$ cat config.mk
export PLATFORM = sky130hd
export DESIGN_NAME = tlb_mgr
export DESIGN_NICKNAME = d
export VERILOG_FILES = /design/src/rtl/tlb_mgr.sv
export SDC_FILE = /design/constraint.sdc
export NUM_CORES = 1
export LEC_CHECK = 0
export ABC_AREA = 1
export CAP_MARGIN = 20
export CORE_UTILIZATION = 30
export CTS_BUF_LIST = sky130_fd_sc_hd__clkbuf_8
export DETAILED_ROUTE_END_ITERATION = 8
export PLACE_DENSITY = 0.65
export SLEW_MARGIN = 20
export SYNTH_ARGS = -nofsm -noshare
export SYNTH_HDL_FRONTEND = slang
export SYNTH_SLANG_ARGS = --single-unit
$ cat constraint.sdc
create_clock -name clk -period 3.2 [get_ports clk]
set_clock_uncertainty 0.05 [all_clocks]
set_input_delay 0.64 -clock clk [delete_from_list [all_inputs] [get_ports clk]]
set_output_delay 0.64 -clock clk [all_outputs]
set_load 0.03 [all_outputs]
$ cat src/rtl/tlb_mgr.sv
// CP0-side TLB manager: runs TLBP/TLBR/TLBWI/TLBWR and owns the Index, Random and Wired registers.
// Each op takes 3 cycles (accept, EXEC, DONE); op_ready is low outside IDLE, so a new op is accepted at most every 3 cycles.
module tlb_mgr #(
    parameter int TLB_NUM = 16,
    parameter int IDX_W   = $clog2(TLB_NUM)
) (
    input  logic             clk,
    input  logic             reset,
    input  logic             op_valid,
    input  logic [1:0]       op_code,
    output logic             op_ready,
    output logic             op_done,
    input  logic [26:0]      entryhi,
    input  logic [25:0]      entrylo0,
    input  logic [25:0]      entrylo1,
    input  logic             idx_we,
    input  logic [IDX_W-1:0] idx_wdata,
    input  logic             wired_we,
    input  logic [IDX_W-1:0] wired_wdata,
    output logic [IDX_W-1:0] index,
    output logic [IDX_W-1:0] random,
    output logic [IDX_W-1:0] wired,
    output logic             index_p,
    output logic             rd_we,
    output logic [26:0]      rd_entryhi,
    output logic [25:0]      rd_entrylo0,
    output logic [25:0]      rd_entrylo1,
    output logic [18:0]      p_vpn2,
    output logic [7:0]       p_asid,
    output logic             p_odd_page,
    input  logic             p_found,
    input  logic [IDX_W-1:0] p_index,
    output logic             wr,
    output logic [IDX_W-1:0] w_index,
    output logic [18:0]      w_vpn2,
    output logic [7:0]       w_asid,
    output logic             w_g,
    output logic [19:0]      w_pfn0,
    output logic [19:0]      w_pfn1,
    output logic [2:0]       w_c0,
    output logic [2:0]       w_c1,
    output logic             w_d0,
    output logic             w_d1,
    output logic             w_v0,
    output logic             w_v1,
    output logic [IDX_W-1:0] r_index,
    input  logic [18:0]      r_vpn2,
    input  logic [7:0]       r_asid,
    input  logic             r_g,
    input  logic [19:0]      r_pfn0,
    input  logic [19:0]      r_pfn1,
    input  logic [2:0]       r_c0,
    input  logic [2:0]       r_c1,
    input  logic             r_d0,
    input  logic             r_d1,
    input  logic             r_v0,
    input  logic             r_v1
);

    localparam logic [1:0]       OP_TLBP  = 2'b00;
    localparam logic [1:0]       OP_TLBR  = 2'b01;
    localparam logic [1:0]       OP_TLBWR = 2'b11;
    localparam logic [IDX_W-1:0] IDX_MAX  = IDX_W'(TLB_NUM - 1);

    typedef enum logic [1:0] {S_IDLE, S_EXEC, S_DONE} state_t;

    state_t           r_state;
    state_t           w_state_nxt;
    logic [1:0]       r_op;
    logic [26:0]      r_ehi;
    logic [25:0]      r_lo0;
    logic [25:0]      r_lo1;
    logic [IDX_W-1:0] r_tgt;
    logic             w_accept;
    logic             w_exec;
    logic             w_probe;

    assign w_accept = op_valid && op_ready;
    assign w_exec   = (r_state == S_EXEC);
    assign w_probe  = w_exec && (r_op == OP_TLBP);

    always_ff @(posedge clk) begin
        if (reset) r_state <= S_IDLE;
        else       r_state <= w_state_nxt;
    end

    always_comb begin
        w_state_nxt = r_state;
        case (r_state)
            S_IDLE:  if (w_accept) w_state_nxt = S_EXEC;
            S_EXEC:  w_state_nxt = S_DONE;
            S_DONE:  w_state_nxt = S_IDLE;
            default: w_state_nxt = S_IDLE;
        endcase
    end

    // wr is gated by reset so a reset landing in EXEC never commits a write
    always_comb begin
        op_ready = (r_state == S_IDLE);
        op_done  = (r_state == S_DONE);
        rd_we    = (r_state == S_DONE) && (r_op == OP_TLBR);
        wr       = w_exec && r_op[1] && !reset;
    end

    // Target is snapshotted at accept; Random keeps moving during the op
    always_ff @(posedge clk) begin
        if (reset) begin
            r_op  <= 2'b00;
            r_ehi <= '0;
            r_lo0 <= '0;
            r_lo1 <= '0;
            r_tgt <= '0;
        end else if (w_accept) begin
            r_op  <= op_code;
            r_ehi <= entryhi;
            r_lo0 <= entrylo0;
            r_lo1 <= entrylo1;
            r_tgt <= (op_code == OP_TLBWR) ? random : index;
        end
    end

    assign p_vpn2     = r_ehi[26:8];
    assign p_asid     = r_ehi[7:0];
    assign p_odd_page = 1'b0;
    assign r_index    = r_tgt;

    assign w_index = r_tgt;
    assign w_vpn2  = r_ehi[26:8];
    assign w_asid  = r_ehi[7:0];
    assign w_g     = r_lo0[0] & r_lo1[0];
    assign w_pfn0  = r_lo0[25:6];
    assign w_c0    = r_lo0[5:3];
    assign w_d0    = r_lo0[2];
    assign w_v0    = r_lo0[1];
    assign w_pfn1  = r_lo1[25:6];
    assign w_c1    = r_lo1[5:3];
    assign w_d1    = r_lo1[2];
    assign w_v1    = r_lo1[1];

    // A probe hit outranks a concurrent MTC0 Index write
    always_ff @(posedge clk) begin
        if (reset) begin
            index   <= '0;
            index_p <= 1'b0;
        end else begin
            if (w_probe && p_found) index <= p_index;
            else if (idx_we)        index <= idx_wdata;
            if (w_probe)            index_p <= ~p_found;
        end
    end

    always_ff @(posedge clk) begin
        if (reset) begin
            random <= IDX_MAX;
            wired  <= '0;
        end else begin
            if (wired_we || (random == wired)) random <= IDX_MAX;
            else                               random <= random - 1'b1;
            if (wired_we) wired <= wired_wdata;
        end
    end

    always_ff @(posedge clk) begin
        if (reset) begin
            rd_entryhi  <= '0;
            rd_entrylo0 <= '0;
            rd_entrylo1 <= '0;
        end else if (w_exec && (r_op == OP_TLBR)) begin
            rd_entryhi  <= {r_vpn2, r_asid};
            rd_entrylo0 <= {r_pfn0, r_c0, r_d0, r_v0, r_g};
            rd_entrylo1 <= {r_pfn1, r_c1, r_d1, r_v1, r_g};
        end
    end

endmodule

==> results.txt <==
- Result of the run: finished clean
* Synthesis-stage register bit count: 178
- The first TritonRoute pass finished after 4 iterations.
* Number of enable flip-flop cells after synthesis: 0
- The worst hold path begins at rd_entrylo1[25].
* Combinational family with the most area after synthesis: simple AND/OR/NAND/NOR gates
- The share of synthesized area in the top cell type comes to 51.6%.
- The number of gates resized after CTS was 0.
- Routability-driven placement finished with a final weighted congestion of 0.746.
* Number of buffer and inverter stages on the critical path: 3
* Slowest cell on the critical path: clkdlybuf4s50_1
* Cell count after synthesis: around 900
* All-layer global routing usage: 17.7%
* Vertical die dimension: 154 um
* Max-cap violations: 0
* Top post-synthesis cells by count: 332 x nor2_1, 178 x dfxtp_1, 150 x o21ai_0
* Sink of the worst hold path: rd_entrylo1[25]
* Area share of xor/xnor cells in the synthesized design: 0.760%
- Minimum clock period: 2830 ps
- Number of synthesis warnings: 0
* Worst setup path start: r_state[0]
* Worst relative slew slack: between 50% and 60%
- Synthesized-area fraction occupied by and/or/nand/nor cells: 20.9%
- Cells with a size suffix above 1 make up 4.05% of the layout.
- Detailed-route via count: 6465
- The number of setup buffers added after CTS is 0.
* Clock transition at the registers of the reported paths: 90 ps
* Mux contribution to synthesized area: 0%
- In this run, CTS created clock tree buffers numbering 17.
- Number of primary I/O pins: 387
- Yosys mapped the design onto 25 distinct sky130hd cell types.
* Standby leakage power: 4.07 nW
- Of all cell types, the one taking the most synthesized area is dfxtp_1.
- Dividing the detail-routed wire length by the instance count gives between 10 and 15 um.
* Hold Path Cell Cnt: 2
- Worst hold slack: approximately 430 ps
* CTS H-tree lvls: 4
* Number of buffers inserted by hold repair at cts: 0
* Share of flip-flops with an asynchronous set or reset after synthesis: 0%
* Placed wire-length estimate after detailed placement: about 15000 um
- The number of global-route vias before repair was just under 6k.
* Sort of element at the end of the critical path: output port
- Synthesized-area fraction occupied by adder cells: 0.181%
- Synth Area per Inst: 7.77 um^2
- The floorplan step defined a die boundary enclosing between 20000 and 25000 um^2.
* Core outline area: 22600 um^2
* Critical path start-end classification: reg2out
- After layout, the design draws a total of 5.13 mW.
- Synth Net Count: approximately 1.1k
- Site row count: 55
* Post-route DRC: 0
- Type of the worst min-delay path: reg2reg
- The critical path goes through inv_2 -> nor2_4 -> inv_1 -> nor3_1 -> clkdlybuf4s50_1.
- Wire length of the first global-routing pass: 32600 um
- IR analysis of the VDD net gives a maximum drop of 0.000242 V.
- The endpoint identified for the worst register-to-register timing path is rd_entrylo1[12].
* Data arrival time of the worst path: 2140 ps
- Once the floorplan was initialized, standard cells occupied between 30% and 40% of the core.
* CTS tree: done
- The number of antenna violations at the first check in global routing is 1.
- Clock latency on the worst-skew pair: 460 ps
- Total power divided by cell area: 476 nW/um^2
- Slack of the critical path: 368 ps
- Biggest fanout along the worst timing path: 8
* Ys flop type: dfxtp_1
- Via density per instance: 4.39
- Hold violation total from the final report: 0
* First-iteration detailed-routing DRC count: between 400 and 500
- The mapped netlist covers between 6000 and 7000 um^2.
- Setup repair after global routing left no endpoint under its margin.
- Crit path largest cell delay: 740 ps
- Nature of the critical path startpoint: register
- R2R depth: 6
- Kind of cell adding the most delay to the critical path: buffers and inverters
- Setup slack after placement: 329 ps
* Number of sinks driven by the clock tree: 178
- Upper clock frequency limit: 353 MHz
- FF-to-FF setup slack: between 1500 and 2000 ps
- Setup total negative slack: 0 ps
* Maximum number of pins on one net before global-route repair: 107
- The area growth from synthesis to layout is 55.8%.
- Number of endpoints failing setup at the final stage: 0
- Summed over all layers, the routed wires come to 21400 um.
* Synth top area cells: dfxtp_1 52%, nor2_1 18%, o21ai_0 11%
- IO Port Bufs: 385
- For the pin with the worst max-slew slack, the measured transition is 688 ps.
- For this run, the post-layout net count is 1350.
- Data required time at the worst endpoint: 2510 ps
- Number of pins with negative max-slew slack in the final report: 0
* Reg-to-reg critical path startpoint: r_state[0]
- The longest clock path from root to sink contains 2 buffers.
- Once detail routing completed, the nets flagged for antenna violations numbered 0.
- Floorplan die width: 154 um
- Share of the cycle needed by the critical path after routing: 88.5%
- Most used standard cell by instance count after synthesis: nor2_1
* Synth Area in Compound Gates: 13.2%
* Clock root buffer: clkbuf_8
- Sequential elements use 51.6% of the synthesized area.
- Summed over all layers, the global routing overflow is 0.
cells by family after synthesis:
logic type,Yosys count
buf+inv,150
xor+xnor,6
fa+ha+maj,1
simple gates,371
compound gates,182
flops,178
other cells,1
cells in the final DEF, fill, tap and decap left out:
master and n:
nor2_4 1, a21oi_1 15, diode_2 1, dfxtp_1 178, nand3_1 9, inv_6 4
nand4_1 4, nor4_1 1, o21ai_1 17, o21ai_0 150, inv_8 4, clkdlybuf4s50_1 385
nor2_1 332, clkinvlp_4 4, nor3_1 1, nand2_2 1, nand3_4 1, conb_1 1
inv_2 3, inv_4 1, buf_4 7, ha_1 1, xnor2_1 1, xor2_1 5
clkbuf_8 18, inv_1 16, buf_12 4, nand2_1 21
worst max-delay path by stage:
stage / end / slack, ps / cells past startpoint
2_1_floorplan: wr / 1030 / 2
3_3_place_gp: wr / 280 / 3
3_5_place_dp: wr / 330 / 3
4_1_cts: wr / 250 / 5
5_1_grt: wr / 170 / 5
6_report: wr / 370 / 5
cell type report:
| class | count | area (um^2) |
|---|---|---|
| Antenna cell | 1 | 2.50 |
| Clock buffer | 18 | 248 |
| Clock inverter | 14 | 118 |
| Fill cell | 2283 | 11900 |
| Inverter | 18 | 70.1 |
| Multi-Input combinational cell | 561 | 2420 |
| Sequential cell | 178 | 3560 |
| Tap cell | 285 | 357 |
| Timing Repair Buffer | 396 | 3990 |
routing by layer:
layer	GRT usage, %	up-vias	wire length [um]
li1	-	3321	-
met1	20.7	2920	9130
met2	30.9	208	10700
met3	4.79	16	1160
met4	6.71	0	333
met5	0	-	0
through the flow:
step | area [um^2] | cells | utilization, %
after CTS | 10800 | 1470 | 47.5
after global placement | 10400 | 1438 | 45.9
after floorplan | 6910 | 889 | -
after global routing | 10800 | 1471 | 47.5
final | 10800 | 1471 | 47.5
after detailed placement | 10400 | 1438 | 45.9
tightest hold or removal path, cell delays in order, from the launching register on:
cell and delay, ps:
dfxtp_1 330, nor2_1 50, nor2_1 80
power breakdown:
part / total, mW / leakage [nW] / internal [mW] / switching (mW)
clock: 1.48 / 0.183 / 0.584 / 0.897
combinational: 1.21 / 2.43 / 0.564 / 0.650
sequential: 2.43 / 1.46 / 2.35 / 0.0829
sequential cells by signal, indices dropped and copies added, names as in the netlist, 2 cells and up:
name,cells
r_ehi,27
rd_entryhi,27
rd_entrylo0,26
r_lo1,26
r_op,2
random,4
wired,4
index,4
rd_entrylo1,25
r_state,2
r_lo0,26
r_index,4
No activity file was read; power rests on OpenSTA's default activity.
